--- config.mk ---
export PLATFORM = sky130hd
export DESIGN_NAME = maxpool_relu_bwd
export DESIGN_NICKNAME = d
export VERILOG_FILES = /design/src/rtl/maxpool_relu_bwd.sv
export SDC_FILE = /design/constraint.sdc
export NUM_CORES = 1
export LEC_CHECK = 0
export BUFFER_PORTS_ARGS = -buffer_cell sky130_fd_sc_hd__buf_2
export CELL_PAD_IN_SITES_DETAIL_PLACEMENT = 0
export CELL_PAD_IN_SITES_GLOBAL_PLACEMENT = 2
export CORE_UTILIZATION = 28
export DETAILED_ROUTE_END_ITERATION = 16
export PLACE_DENSITY_LB_ADDON = 0.1
export SYNTH_ARGS = -nofsm -noshare
export SYNTH_HDL_FRONTEND = slang
export SYNTH_SLANG_ARGS = --single-unit
--- constraint.sdc ---
create_clock -name clk -period 2.15 [get_ports clk]
set_input_delay 0.1075 -clock clk [delete_from_list [all_inputs] [get_ports clk]]
set_output_delay 0.1075 -clock clk [all_outputs]
set_load 0.02 [all_outputs]
--- src/rtl/maxpool_relu_bwd.sv ---
// Max-pool + ReLU backward router: collects one window of activations, then
// emits the upstream gradient at the winning (largest non-negative) position and zeros elsewhere.
//
// state  | meaning
// S_ACT  | collect WINDOW activations, track running winner
// S_GRAD | await the pooled-output gradient
// S_OUT  | emit WINDOW routed gradient words
module maxpool_relu_bwd #(
    parameter int WINDOW = 4
) (
    input  logic        clk,
    input  logic        reset,
    input  logic        act_valid,
    output logic        act_ready,
    input  logic [31:0] act_data,
    input  logic        grad_valid,
    output logic        grad_ready,
    input  logic [31:0] grad_data,
    output logic        out_valid,
    input  logic        out_ready,
    output logic [31:0] out_data,
    output logic [3:0]  out_idx,
    output logic        out_last
);

    localparam logic [3:0] LAST_POS = 4'(WINDOW - 1);

    typedef enum logic [1:0] {
        S_ACT  = 2'd0,
        S_GRAD = 2'd1,
        S_OUT  = 2'd2
    } state_t;

    state_t      state_q, state_d;
    logic [3:0]  cnt_q, cnt_d;
    logic [30:0] win_mag_q, win_mag_d;
    logic [3:0]  win_idx_q, win_idx_d;
    logic        found_q, found_d;
    logic [31:0] grad_q, grad_d;
    logic        act_pos;

    always_comb begin
        state_d   = state_q;
        cnt_d     = cnt_q;
        win_mag_d = win_mag_q;
        win_idx_d = win_idx_q;
        found_d   = found_q;
        grad_d    = grad_q;
        act_pos   = ~act_data[31];
        case (state_q)
            S_ACT: begin
                if (act_valid) begin
                    if (cnt_q == 4'd0) begin
                        win_mag_d = act_data[30:0];
                        win_idx_d = 4'd0;
                        found_d   = act_pos;
                    // A stored negative winner never blocks a non-negative newcomer; ties go to the later position.
                    end else if (act_pos && (!found_q || act_data[30:0] >= win_mag_q)) begin
                        win_mag_d = act_data[30:0];
                        win_idx_d = cnt_q;
                        found_d   = 1'b1;
                    end
                    if (cnt_q == LAST_POS) begin
                        cnt_d   = 4'd0;
                        state_d = S_GRAD;
                    end else begin
                        cnt_d = cnt_q + 4'd1;
                    end
                end
            end
            S_GRAD: begin
                if (grad_valid) begin
                    grad_d  = grad_data;
                    state_d = S_OUT;
                end
            end
            S_OUT: begin
                if (out_ready) begin
                    if (cnt_q == LAST_POS) begin
                        cnt_d   = 4'd0;
                        state_d = S_ACT;
                    end else begin
                        cnt_d = cnt_q + 4'd1;
                    end
                end
            end
            default: state_d = S_ACT;
        endcase
    end

    always_ff @(posedge clk) begin
        if (reset) begin
            state_q   <= S_ACT;
            cnt_q     <= 4'd0;
            win_mag_q <= 31'd0;
            win_idx_q <= 4'd0;
            found_q   <= 1'b0;
            grad_q    <= 32'd0;
        end else begin
            state_q   <= state_d;
            cnt_q     <= cnt_d;
            win_mag_q <= win_mag_d;
            win_idx_q <= win_idx_d;
            found_q   <= found_d;
            grad_q    <= grad_d;
        end
    end

    // Outputs are pure decodes of flops, so they cannot change while a stalled word waits.
    assign act_ready  = (state_q == S_ACT);
    assign grad_ready = (state_q == S_GRAD);
    assign out_valid  = (state_q == S_OUT);
    assign out_idx    = out_valid ? cnt_q : 4'd0;
    assign out_last   = out_valid && (cnt_q == LAST_POS);
    assign out_data   = (out_valid && found_q && cnt_q == win_idx_q) ? grad_q : 32'd0;

endmodule

==> results.toml <==
[final_layout]
multi_input_area_um2 = 2720
final_nets = 760
antennaDiodeCount = 0
syn2layout_area_growth_pct = 47.5
stdcell_area_um2 = 6120
layout-drive-gt1-share = 0.366
layout.area.seq_um2 = 1510
fillCellCount = 1519
final_util = 0.423
fin_cells = 846

[synth]
yosysSeqAreaShare = 0.357
syn_nets = 596
yosys_warnings = 0
synth_edf_count = 0
post_synth_num_cell_types = 39
yosysTopAreaCellShare = 0.357
synth-compound-area-share = 0.0833
yosysTopAreaCell = "dfxtp_1"
yosys.area_share.simple = 0.286
synthAdderAreaFrac = 0.0995
synthXorXnorAreaFrac = 0.0106
synthArstFlopShare = 0
synth_top_family_by_area = "simple AND/OR/NAND/NOR gates"
syn_area_per_cell_um2 = 8.40
synthMuxAreaShare = 0.0920
synthTopCellsByCount = "nand2_1, dfxtp_1, nand2b_1"
ys_seq_elements = 74
synth_area_um2 = 4150
synthCells = 494
yosysMostFrequentCell = "nand2_1"
synth_area_leaders = "dfxtp_1, nand2b_1, ha_1"
synth_ff_type = "dfxtp_1"

[clocking]
h-tree-depth = 3
clockBufferDepth = 2
clock_sinks = 74
clkLatencyLatePin_ps = 340
cts_made_buffers = 9
clockRootBuffer = "clkbuf_16"
clk_pin_slew_ps = 60
cts_tree = "yes"

[min_path]
min-delay-start = "grad_data[4]"
hold_end = "grad_q[4]"
hold_path.class = "primary input to flop"
whs_path_depth = 3

[global_routing]
met3_usage = 0.0563
grt_busiest_layer = "met2"
antenna_found_initial = 0
grt_max_degree = 38
grt_pass1_wl_um = 18000
grt_pass1_vias = 3758
grt.total_usage = 0.154
grt_overflow = 0
grtUsageMet1 = 0.183
grt_util_met2 = 0.256

[sta]
setup_violations = 36
slew_viol_final = 0
finalCritPeriodShare = 1.11
max_slew_margin = 0.633
finClkSkew_ps = 8.28
hold_ws_ps = 13.8
max_freq_mhz = 419
finalWorstSetupSlack_ps = -239
post-route-min-period_ps = 2390
worst_pin_slew_ps = 550
rsz0062_at_grt = "yes"
finalHoldViolCount = 0

[drt]
drtIter0Drc = 93
ant_nets = 0
dr_total_vias = 3793
drc = 0
via_per_inst = 4.48
avgRoutedWirePerCell_um = 13.2
wl_um = 11200
firstDrtPassIters = 4

[place]
dp.cells = 793
gp_congestion = 0.721
dpl.hpwl_um = 7320
io_buffers = 108
dp_slack_ps = -353
dpl-instance-area_um2 = 5060

[worst_setup_path]
timing.rr.end = "win_mag_q[17]"
crit_buf_inv = 5
cp_slowest_cell = "a211oi_2"
crit_required_ps = 2370
slowest_delay_ps = 350
r2r_slack_ps = -240
r2r-start = "win_mag_q[5]"
crit_path_frequent_cell = "buf_12"
worstSetupPathType = "flop to flop"
r2r.worst_path.cells = 12
crit_fanout = 5
crit_chain = "inv_2 > ha_4 > nand4_1 > buf_4 > nor4_4 > a221oi_2 > a211oi_2 > a211oi_4 > buf_6 > buf_12 > buf_12 > mux2i_1"
critPathTopFamily = "buffers and inverters"
cp-end-kind = "flop"
cp_data_arrival_time_ps = 2610
start_kind = "flop"

[floorplanning]
placement_rows = 44
die_w_um = 124
die_h_um = 124
start_util = 0.286
die_area_um2 = 15300
ios = 109
core_um2 = 14500

[power_and_ir_drop]
p_leak_nw = 2.65
ir_drop_uv = 367
powerDensity_nw_per_um2 = 593

[run_status]
violations = "negative setup slack"
status = "finished with violations"

[flow_run]
drv_cap = 0
==> layout by cell type (no fill, tap or decap), drive strengths merged <==
cell type    synthesis  final
buf                  5    154
nand2               78     78
dfxtp               74     74
nand2b              69     69
a21oi               47     47
and2                38     38
mux2i               37     37
inv                 35     35
ha                  33     33
dlygate4sd3          0     26
clkbuf              24     13
nor2                 8      8
nand4                6      6
o21ai                6      6
xor2                 4      4
clkinv               0      4
nand3                4      4
a221oi               4      4
nand3b               3      3
nor4                 3      3
nor2b                2      2
and4                 2      2
a21o                 2      2
a211oi               2      2
xnor2                1      1
nor3b                1      1
and4bb               1      1
o311ai               1      1
or2b                 1      1
nand4b               1      1
mux2                 1      1
nor3                 1      1
==> worst max path at each step <==
stage | cells after the start | endpoint | start | slack, ps
after floorplan | 10 | win_idx_q[0] | win_mag_q[10] | 50
after global placement | 10 | found_q | win_mag_q[6] | -390
after detailed placement | 10 | found_q | win_mag_q[6] | -350
after CTS | 11 | win_mag_q[17] | win_mag_q[17] | -170
after global routing | 12 | win_mag_q[17] | win_mag_q[5] | -340
final | 12 | win_mag_q[17] | win_mag_q[5] | -240
==> cell type report <==
type                       count  share of cell area
clock buffer                  11              0.0380
tap                          184              0.0376
sequential                    74               0.247
inverter                      35              0.0215
timing repair buffer         182               0.208
multi-input combinational    356               0.445
clock inverter                 4             0.00327
==> tightest hold or removal path, cell delays in order <==
cell and delay, ps:
buf_2 100, nand2_1 40, a21oi_1 50
==> logic make-up (layout without fill, tap and decap cells) <==
kind of cell | after synthesis | after routing
compound gates | 62 | 62
xor+xnor | 5 | 5
fa+ha+maj | 33 | 33
buf+inv | 64 | 232
flops | 74 | 74
mux | 38 | 38
simple gates | 218 | 218
==> power breakdown <==
group	total (mW)	switching (mW)	internal [mW]
clock	1.35	0.585	0.767
combinational	0.795	0.351	0.444
sequential	1.48	0.0386	1.44
==> layer usage <==
layer  share of wire  wire [µm]
met5               0          0
met4           0.013        150
met3           0.063        704
met2            0.47       5310
met1            0.45       5030
==> sequential cells by signal, indices dropped and copies added, names as in the netlist <==
register	count
grad_q	32
win_mag_q	31
cnt_q	4
win_idx_q	4
state_q	2
found_q	1
==> repair_timing <==
action,CTS,global route
gates cloned,2,2
gates resized for setup,55,23
hold buffers,26,0
endpoints found under the setup margin,36,40
endpoints found under the hold margin,26,0
buffers inserted,6,4
pin swaps,6,12
==> metrics by stage <==
stage               TNS, ps  total power, mW
CTS                   -4680             3.66
global placement     -11600             2.06
global route          -9400             3.85
floorplan                 0             1.86
finish                -6160             3.63
detailed placement   -10190             2.06
Power figures use the tool's default switching activity.
